File: src/rtl/ysyx_22040088_pcgen.sv
// ---------------------------------------------------------------------------
// ysyx_22040088_pcgen
//
// Next-PC generator owning the architectural fetch PC register. Chooses the
// next PC from NSRC one-hot redirect targets or a sequential advance of
// INST_BYTES. The PC is offered to IF over a valid/ready handshake, and a
// configurable bubble of invalid cycles follows every accepted redirect.
//
// Ports:
//   clk          clock, all state updates on the rising edge
//   rst          asynchronous active-high reset
//   redir_valid  redirect request this cycle
//   redir_sel    one-hot source select (lowest set bit wins if multi-hot)
//   redir_tgt    flat targets, source i at [i*XLEN +: XLEN]
//   halt         stop fetching until reset
//   pc_ready     IF accepts pc this cycle
//   pc           current fetch PC (registered)
//   pc_valid     pc is valid for fetch (registered)
//   err_sel      sticky: redirect seen with zero or multi-hot select
//   misalign     one-cycle pulse after a misaligned target was taken
//   halted       block is in HALT
// ---------------------------------------------------------------------------
module ysyx_22040088_pcgen #(
    parameter int              XLEN         = 64,
    parameter int              NSRC         = 7,
    parameter logic [XLEN-1:0] RESET_PC     = 64'h8000_0000,
    parameter int              INST_BYTES   = 4,
    parameter int              ALIGN_BITS   = 2,
    parameter int              REDIR_BUBBLE = 1
) (
    input  logic                 clk,
    input  logic                 rst,
    input  logic                 redir_valid,
    input  logic [NSRC-1:0]      redir_sel,
    input  logic [NSRC*XLEN-1:0] redir_tgt,
    input  logic                 halt,
    input  logic                 pc_ready,
    output logic [XLEN-1:0]      pc,
    output logic                 pc_valid,
    output logic                 err_sel,
    output logic                 misalign,
    output logic                 halted
);

    typedef enum logic [1:0] {
        BOOT   = 2'd0,
        RUN    = 2'd1,
        BUBBLE = 2'd2,
        HALT   = 2'd3
    } state_t;

    // Bubble length is limited to 0..15, so a 4-bit counter is enough.
    localparam logic [3:0]      BUBBLE_LOAD = 4'(REDIR_BUBBLE);
    localparam logic [XLEN-1:0] PC_INC      = XLEN'(INST_BYTES);
    localparam logic [XLEN-1:0] ALIGN_MASK  = (XLEN'(1) << ALIGN_BITS) - XLEN'(1);
    localparam logic [NSRC-1:0] SEL_ONE     = {{(NSRC-1){1'b0}}, 1'b1};

    state_t          state;
    logic [3:0]      bub_cnt;

    logic [XLEN-1:0] redir_pc;
    logic            redir_any;
    logic            redir_multi;
    logic            redir_take;
    logic            redir_bad;
    logic            redir_misal;

    // Lowest-index priority select over the flat target bus.
    always_comb begin
        redir_pc = '0;
        for (int i = NSRC - 1; i >= 0; i--) begin
            if (redir_sel[i]) begin
                redir_pc = redir_tgt[i*XLEN +: XLEN];
            end
        end
    end

    assign redir_any   = |redir_sel;
    // x & (x-1) clears the lowest set bit; anything left means multi-hot.
    assign redir_multi = |(redir_sel & (redir_sel - SEL_ONE));
    // An all-zero select is not a redirect, only an error.
    assign redir_take  = redir_valid & redir_any;
    assign redir_bad   = redir_valid & (~redir_any | redir_multi);
    assign redir_misal = |(redir_pc & ALIGN_MASK);

    always_ff @(posedge clk or posedge rst) begin
        if (rst) begin
            state    <= BOOT;
            pc       <= RESET_PC;
            pc_valid <= 1'b0;
            err_sel  <= 1'b0;
            misalign <= 1'b0;
            halted   <= 1'b0;
            bub_cnt  <= '0;
        end else begin
            misalign <= 1'b0;

            // Once halted the select bus is no longer observed.
            if (state != HALT && redir_bad) begin
                err_sel <= 1'b1;
            end

            if (state == HALT) begin
                // Only reset leaves HALT; everything is frozen.
                pc_valid <= 1'b0;
                halted   <= 1'b1;
            end else if (halt) begin
                // Halt beats a same-cycle redirect; pc stays where it is.
                state    <= HALT;
                pc_valid <= 1'b0;
                halted   <= 1'b1;
                bub_cnt  <= '0;
            end else if (redir_take) begin
                // Current pc is squashed whether or not IF accepted it.
                pc       <= redir_pc;
                misalign <= redir_misal;
                if (BUBBLE_LOAD != 4'd0) begin
                    state    <= BUBBLE;
                    bub_cnt  <= BUBBLE_LOAD;
                    pc_valid <= 1'b0;
                end else begin
                    state    <= RUN;
                    bub_cnt  <= '0;
                    pc_valid <= 1'b1;
                end
            end else begin
                case (state)
                    BOOT: begin
                        state    <= RUN;
                        pc_valid <= 1'b1;
                    end
                    RUN: begin
                        // Under backpressure pc and pc_valid simply hold.
                        if (pc_valid && pc_ready) begin
                            pc <= pc + PC_INC;
                        end
                    end
                    BUBBLE: begin
                        if (bub_cnt <= 4'd1) begin
                            state    <= RUN;
                            bub_cnt  <= '0;
                            pc_valid <= 1'b1;
                        end else begin
                            bub_cnt <= bub_cnt - 4'd1;
                        end
                    end
                    default: begin
                    end
                endcase
            end
        end
    end

endmodule

File: config.mk
export PLATFORM = sky130hd
export DESIGN_NAME = ysyx_22040088_pcgen
export DESIGN_NICKNAME = d
export VERILOG_FILES = /design/src/rtl/ysyx_22040088_pcgen.sv
export SDC_FILE = /design/constraint.sdc
export NUM_CORES = 1
export LEC_CHECK = 0
export BUFFER_PORTS_ARGS = -buffer_cell sky130_fd_sc_hd__buf_4
export CORE_AREA = 5 5 200 202
export CTS_BUF_LIST = sky130_fd_sc_hd__clkbuf_4 sky130_fd_sc_hd__clkbuf_8
export DETAILED_ROUTE_END_ITERATION = 8
export DIE_AREA = 0 0 205 207
export HOLD_SLACK_MARGIN = 0.03
export SYNTH_ARGS = -nofsm -noshare
export SYNTH_HDL_FRONTEND = slang
export SYNTH_SLANG_ARGS = --single-unit
File: constraint.sdc
create_clock -name clk -period 7.1 [get_ports clk]
set_clock_uncertainty 0.2 [all_clocks]
set_input_delay 0.71 -clock clk [delete_from_list [all_inputs] [get_ports clk]]
set_output_delay 0.71 -clock clk [all_outputs]
set_load 0.01 [all_outputs]
==> flow_metrics.env, run 1 <==
export IMPL_status="finished, final reports clean"
export IMPL_post_route_cells_drive_above_1_share_pct=37.7
export IMPL_crit_family="simple AND/OR/NAND/NOR gates"
export IMPL_max_freq_mhz=269
export IMPL_drv_slew=0
export IMPL_required_ps=7130
export IMPL_place_area_sq_um=12200
export IMPL_hold_viol_final=0
export IMPL_synth_ff_latch_count=74
export IMPL_period_share_pct=52.4
export IMPL_yosys_warnings=0
export IMPL_avgSynthCellArea_sq_um=7.15
export IMPL_post_cts_buffers=0
export IMPL_endpoint_kind="register"
export IMPL_slowest_stage="or4_1"
export IMPL_synth_edff_count=0
export IMPL_async_flop_share_pct=100
export IMPL_post_route_drc_count=0
export IMPL_grtUsageTotal_pct=27.3
export IMPL_place_congestion=0.983
export IMPL_grt_max_degree=76
export IMPL_synth_nets=1571
export IMPL_final_area_sq_um=12500
export IMPL_clk_path_buf_depth=2
export IMPL_grt_overflow_total=0
export IMPL_first_global_vias=11700
export IMPL_grt_pass1_wl_um=85700
export IMPL_start_util_pct=20.8
export IMPL_finalSetupTns_ps=0
export IMPL_clockPowerShare_pct=25.4
export IMPL_synth_distinct_cells=75
export IMPL_critical_path_depth=9
export IMPL_p_sw_uw=571
export IMPL_drtIter0Drc=1440
export IMPL_worstRegToRegCells=7
export IMPL_fin_cells=2078
export IMPL_synth_area_sq_um=7920
export IMPL_startpoint_type="input port"
export IMPL_htree_levels=3
export IMPL_fin_ws_ps=3380
export IMPL_irDropWorstVdd_v=0.0000773
export IMPL_crit_top_cell="buf_4"
export IMPL_clkLatencyLatePin_ps=380
export IMPL_p_leak_nw=5.45
export IMPL_max_slew_margin_pct=26.8
export IMPL_p_sw_share_pct=36.9
export IMPL_comb_power_share_pct=40.4
export IMPL_crit_arrival_ps=3750
export IMPL_die_area_sq_um=42400
export IMPL_hpwl_um=50200
export IMPL_post_place_ws_ps=3030
export IMPL_hold_buffers=0
export IMPL_dp_cells=2058
export IMPL_num_vias=12000
export IMPL_power_total_mw=1.55
export IMPL_ys_flop_type="dfrtp_1"
export IMPL_drv_cap=0
export IMPL_cts_buffers=9
export IMPL_antenna_found_initial=11
export IMPL_rows=72
export IMPL_p_per_area_nw_per_um2=124
export IMPL_cts_root_buf="clkbuf_8"
export IMPL_port_buffers=527
export IMPL_syn_to_final_growth_pct=57.3
export IMPL_clk_pin_slew_ps=90
export IMPL_holdWs_ps=134
export IMPL_cp_buffers_inverters=3
export IMPL_dr_pass1_iters=6
export IMPL_rsz0062_at_grt="no"
export IMPL_die_w_um=205
export IMPL_core_area_sq_um=38100
export IMPL_crit_chain="buf_4 -> or4_1 -> o211a_1 -> buf_4 -> nor2_1 -> buf_4 -> a21oi_1 -> o32ai_1 -> nor3_1"
export IMPL_ant_nets=0
export IMPL_clock_sinks=74
export IMPL_seq_power_share_pct=34.2
export IMPL_tritoncts="done"
export IMPL_cp_max_fo=67
export IMPL_setup_violations_final=0
export IMPL_die_y_um=207
export IMPL_drt_total_wl_um=61600
export IMPL_max_slew_worst_pin_slew_ps=1090
export IMPL_min_path_type="input port to asynchronous set/reset pin"
export IMPL_fin_util_pct=32.7
export IMPL_wl_per_cell_um=29.7
export IMPL_cts_resized=0
export IMPL_critical_path_class="input port to register"
export IMPL_ioPinCount=528
export IMPL_syn_instance_count=1108
export IMPL_viasPerCell=5.75
export IMPL_p_int_uw=975
export IMPL_period_minus_slack_ps=3720
export IMPL_synth_seq_area_share_pct=23.4
export IMPL_final_nets=2014
export IMPL_critPathMaxStageDelay_ps=830
-- synth_stat cells, types with 3 or more instances --
cell type / instances / area share, %
nor3_1: 46 / 2.9
clkbuf_1: 81 / 3.8
nor2_1: 108 / 5.1
nand2b_1: 9 / 0.71
o221ai_1: 18 / 2.0
nand3_1: 33 / 2.1
o21ai_0: 117 / 7.4
nand4_1: 13 / 1.0
or4_1: 5 / 0.47
o22ai_1: 25 / 2.0
inv_1: 24 / 1.1
nand2_1: 92 / 4.4
a222oi_1: 4 / 0.51
o211ai_1: 16 / 1.5
buf_1: 12 / 0.57
buf_2: 19 / 1.2
ha_1: 3 / 0.47
nor2b_1: 6 / 0.47
a21oi_1: 92 / 5.8
a211o_1: 8 / 0.88
a221o_1: 20 / 2.5
o31ai_1: 31 / 2.9
nor4_1: 8 / 0.63
o31a_1: 5 / 0.55
a22oi_1: 6 / 0.57
nor4_4: 3 / 0.81
a41oi_1: 3 / 0.33
o21a_1: 13 / 1.2
a31oi_1: 11 / 0.87
a21o_1: 4 / 0.38
a311oi_1: 9 / 1.0
o211a_1: 3 / 0.38
mux2i_1: 3 / 0.38
a211oi_1: 17 / 1.6
or3_1: 10 / 0.79
dfrtp_1: 73 / 23
or2_2: 3 / 0.24
a311o_1: 3 / 0.38
and4_1: 6 / 0.66
o311ai_0: 6 / 0.66
and3_1: 19 / 1.5
a221oi_1: 77 / 8.5
-- sequential cells by signal, summed over array words and instances (netlist names) --
register / count
pc: 64
bub_cnt: 4
state: 2
err_sel: 1
halted: 1
misalign: 1
pc_valid: 1
-- power groups by stage --
| stage | Sequential [mW] | Combinational (mW) | Clock, mW |
|---|---|---|---|
| finish | 0.529 | 0.625 | 0.393 |
| global route | 0.533 | 0.666 | 0.406 |
| global placement | 0.533 | 0.617 | 0 |
| floorplan | 0.525 | 0.220 | 0 |
| CTS | 0.525 | 0.622 | 0.396 |
| detailed placement | 0.534 | 0.620 | 0 |
-- metal layers --
| layer | share of wire, % | global-route usage (%) | vias to the layer above |
|---|---|---|---|
| met5 | 0.17 | 0 | - |
| met4 | 2.6 | 7.11 | 14 |
| met3 | 9.7 | 6.66 | 93 |
| met2 | 45 | 42.2 | 754 |
| met1 | 42 | 38.2 | 5838 |
| li1 | - | - | 5256 |
-- path summary, 6_finish.rpt --
check                         end  slack [ps]    startpoint
setup / recovery           pc[12]        3380  redir_sel[5]
hold / removal             pc[12]         130           rst
setup reg to reg           pc[58]        3980         pc[2]
hold reg to reg            halted         280        halted
max in group asynchronous  pc[43]        5370           rst
min in group clk           halted         280        halted
-- final cells by class --
class | instances | area (sq um)
flip-flops and latches | 74 | 1850
fillers | 4141 | 25700
multi-input cells | 893 | 5510
diodes | 4 | 10.0
clock buffers | 10 | 138
well taps | 518 | 648
repair buffers | 547 | 4110
clock inverters | 6 | 90.1
inverters | 26 | 97.6
-- layout by cell type, fill, tap and decap left out, types with 9 or more instances in the layout --
cell type / instances
nand3_1: 33
a221o_1: 20
a21oi_1: 92
nor3_1: 46
nor2_1: 108
nand4_1: 13
and3_1: 19
o211ai_1: 16
o31ai_1: 31
o21a_1: 13
dfrtp_1: 73
o221ai_1: 18
clkbuf_8: 10
o22ai_1: 25
buf_4: 547
a31oi_1: 11
nand2_1: 92
inv_1: 23
nand2b_1: 9
a211oi_1: 17
a311oi_1: 9
a221oi_1: 77
or3_1: 10
o21ai_0: 117
-- cells by family after synthesis --
family                     after synthesis  share of synthesized area (%)
muxes                                    3                          0.379
AOI/OAI and AO/OA                      509                           44.7
DFF                                     74                           23.4
and+or+nand+nor                        377                           23.9
xor gates and xnor gates                 1                          0.111
buffers and inverters                  141                           7.10
adders and majority gates                3                          0.474
Power figures use the tool's default switching activity.
==> run 2, diff against run 1 <==
- clock period: 7.1 -> 3.3 ns (I/O delays scaled with it)
==> flow_metrics.env, run 2 (synthesis gave the netlist of run 1 again) <==
export IMPL_critical_path_class="register to register"
export IMPL_fin_cells=2133
export IMPL_core_area_sq_um=38100
export IMPL_drt_total_wl_um=62800
export IMPL_die_w_um=205
export IMPL_p_per_area_nw_per_um2=265
export IMPL_irDropWorstVdd_v=0.000153
export IMPL_p_int_mw=2.18
export IMPL_antenna_found_initial=18
export IMPL_setup_violations_final=0
export IMPL_clock_sinks=74
export IMPL_cp_max_fo=11
export IMPL_critPathLaunch="pc[10]"
export IMPL_dp_cells=2105
export IMPL_comb_power_share_pct=41.1
export IMPL_period_minus_slack_ps=2980
export IMPL_viasPerCell=5.73
export IMPL_start_util_pct=20.8
export IMPL_top_regs="pc x64, bub_cnt x4, state x2"
export IMPL_post_cts_buffers=0
export IMPL_first_global_vias=11700
export IMPL_syn_to_final_growth_pct=62.8
export IMPL_final_common_cell="buf_4"
export IMPL_htree_levels=3
export IMPL_grt_overflow_total=0
export IMPL_max_slew_margin_pct=40.6
export IMPL_post_place_ws_ps=432
export IMPL_wl_per_cell_um=29.4
export IMPL_cts_root_buf="clkbuf_8"
export IMPL_drv_slew=0
export IMPL_post_route_cells_drive_above_1_share_pct=39.4
export IMPL_endpoint_kind="register"
export IMPL_clockPowerShare_pct=25.8
export IMPL_worstRegToRegCells=6
export IMPL_drv_cap=0
export IMPL_grt_pass1_wl_um=87200
export IMPL_tritoncts="done"
export IMPL_rr_endpoint="pc[35]"
export IMPL_final_cell_mix="591 x buf_4, 117 x o21ai_0, 108 x nor2_1"
export IMPL_rows=72
export IMPL_num_vias=12200
export IMPL_grt_max_degree=85
export IMPL_period_share_pct=90.3
export IMPL_top_register="pc"
export IMPL_clkLatencyLatePin_ps=360
export IMPL_crit_path_end="pc[35]"
export IMPL_finalSetupTns_ps=0
export IMPL_ant_nets=0
export IMPL_r2r_start="pc[10]"
export IMPL_max_slew_worst_pin_slew_ps=892
export IMPL_hold_viol_final=0
export IMPL_status="finished, final reports clean"
export IMPL_crit_arrival_ps=3030
export IMPL_drtIter0Drc=1335
export IMPL_grtUsageTotal_pct=27.8
export IMPL_hpwl_um=52500
export IMPL_die_y_um=207
export IMPL_startpoint_type="register"
export IMPL_clk_path_buf_depth=2
export IMPL_largest_reg_flops=64
export IMPL_required_ps=3350
export IMPL_seq_power_share_pct=33.1
export IMPL_port_buffers=527
export IMPL_post_route_drc_count=0
export IMPL_final_nets=2063
export IMPL_place_congestion=1.00
export IMPL_clk_pin_slew_ps=90
export IMPL_dr_pass1_iters=5
export IMPL_fin_util_pct=33.8
export IMPL_fin_ws_ps=319
export IMPL_p_sw_share_pct=36.4
export IMPL_rsz0062_at_grt="no"
export IMPL_min_path_type="input port to register"
export IMPL_p_sw_mw=1.24
export IMPL_p_leak_nw=5.70
export IMPL_ioPinCount=528
export IMPL_cts_buffers=9
export IMPL_power_total_mw=3.42
export IMPL_die_area_sq_um=42400
export IMPL_rrSetupSlack_ps=320
export IMPL_max_freq_mhz=335
## run 2: power groups by stage
stage | clock network (mW) | logic [mW] | registers (mW)
floorplan | 0 | 0.473 | 1.13
global placement | 0 | 1.39 | 1.14
detailed placement | 0 | 1.39 | 1.14
CTS | 0.887 | 1.40 | 1.13
global route | 0.919 | 1.49 | 1.14
finish | 0.883 | 1.41 | 1.13
## run 2: area by class of cell
cell class                 instances  area (sq um)
antenna                           10          25.0
timing repair buffer             596          4520
fill                            4145         25200
inverter                          26          97.6
clock buffer                      12           165
clock inverter                     4          72.6
tap                              518           648
sequential                        74          1850
multi-input combinational        893          5510
## run 2: worst min path at each step
stage,start,cells past startpoint,to,slack (ps)
4_1_cts,redir_tgt[12],3,pc[12],40
3_3_place_gp,rst,2,pc[16],260
3_5_place_dp,rst,2,pc[16],250
2_1_floorplan,halt,1,bub_cnt[0],230
5_1_grt,redir_tgt[12],3,pc[12],60
6_report,redir_tgt[12],3,pc[12],50
## run 2: repair_timing
action	4_1_cts	5_1_grt
hold buffers	2	0
resized for setup	0	0
hold endpoints to repair	26	0
setup endpoints to repair	0	0
## run 2: per-layer routing
metal | wire, um | vias to the layer above | global-route usage, %
met1 | 26000 | 5987 | 38.1
met4 | 1480 | 18 | 7.02
met3 | 6370 | 88 | 7.26
met5 | 129 | - | 0
li1 | - | 5360 | -
met2 | 28800 | 779 | 43.7
## run 2: stage by stage
| step | hold WS [ps] | instance area (sq um) |
|---|---|---|
| 2_1_floorplan | 227 | 7920 |
| 3_3_place_gp | 264 | 12600 |
| 3_5_place_dp | 253 | 12600 |
| 4_1_cts | 39.0 | 12900 |
| 5_1_grt | 56.7 | 12900 |
| 6_report | 51.1 | 12900 |
## run 2: critical path, cell delays in order (launching register included)
cell	delay, ps
dfrtp_1	520
and4_1	410
and3_1	430
nand2_2	280
nor4_1	550
o21ai_0	160
a221o_1	310
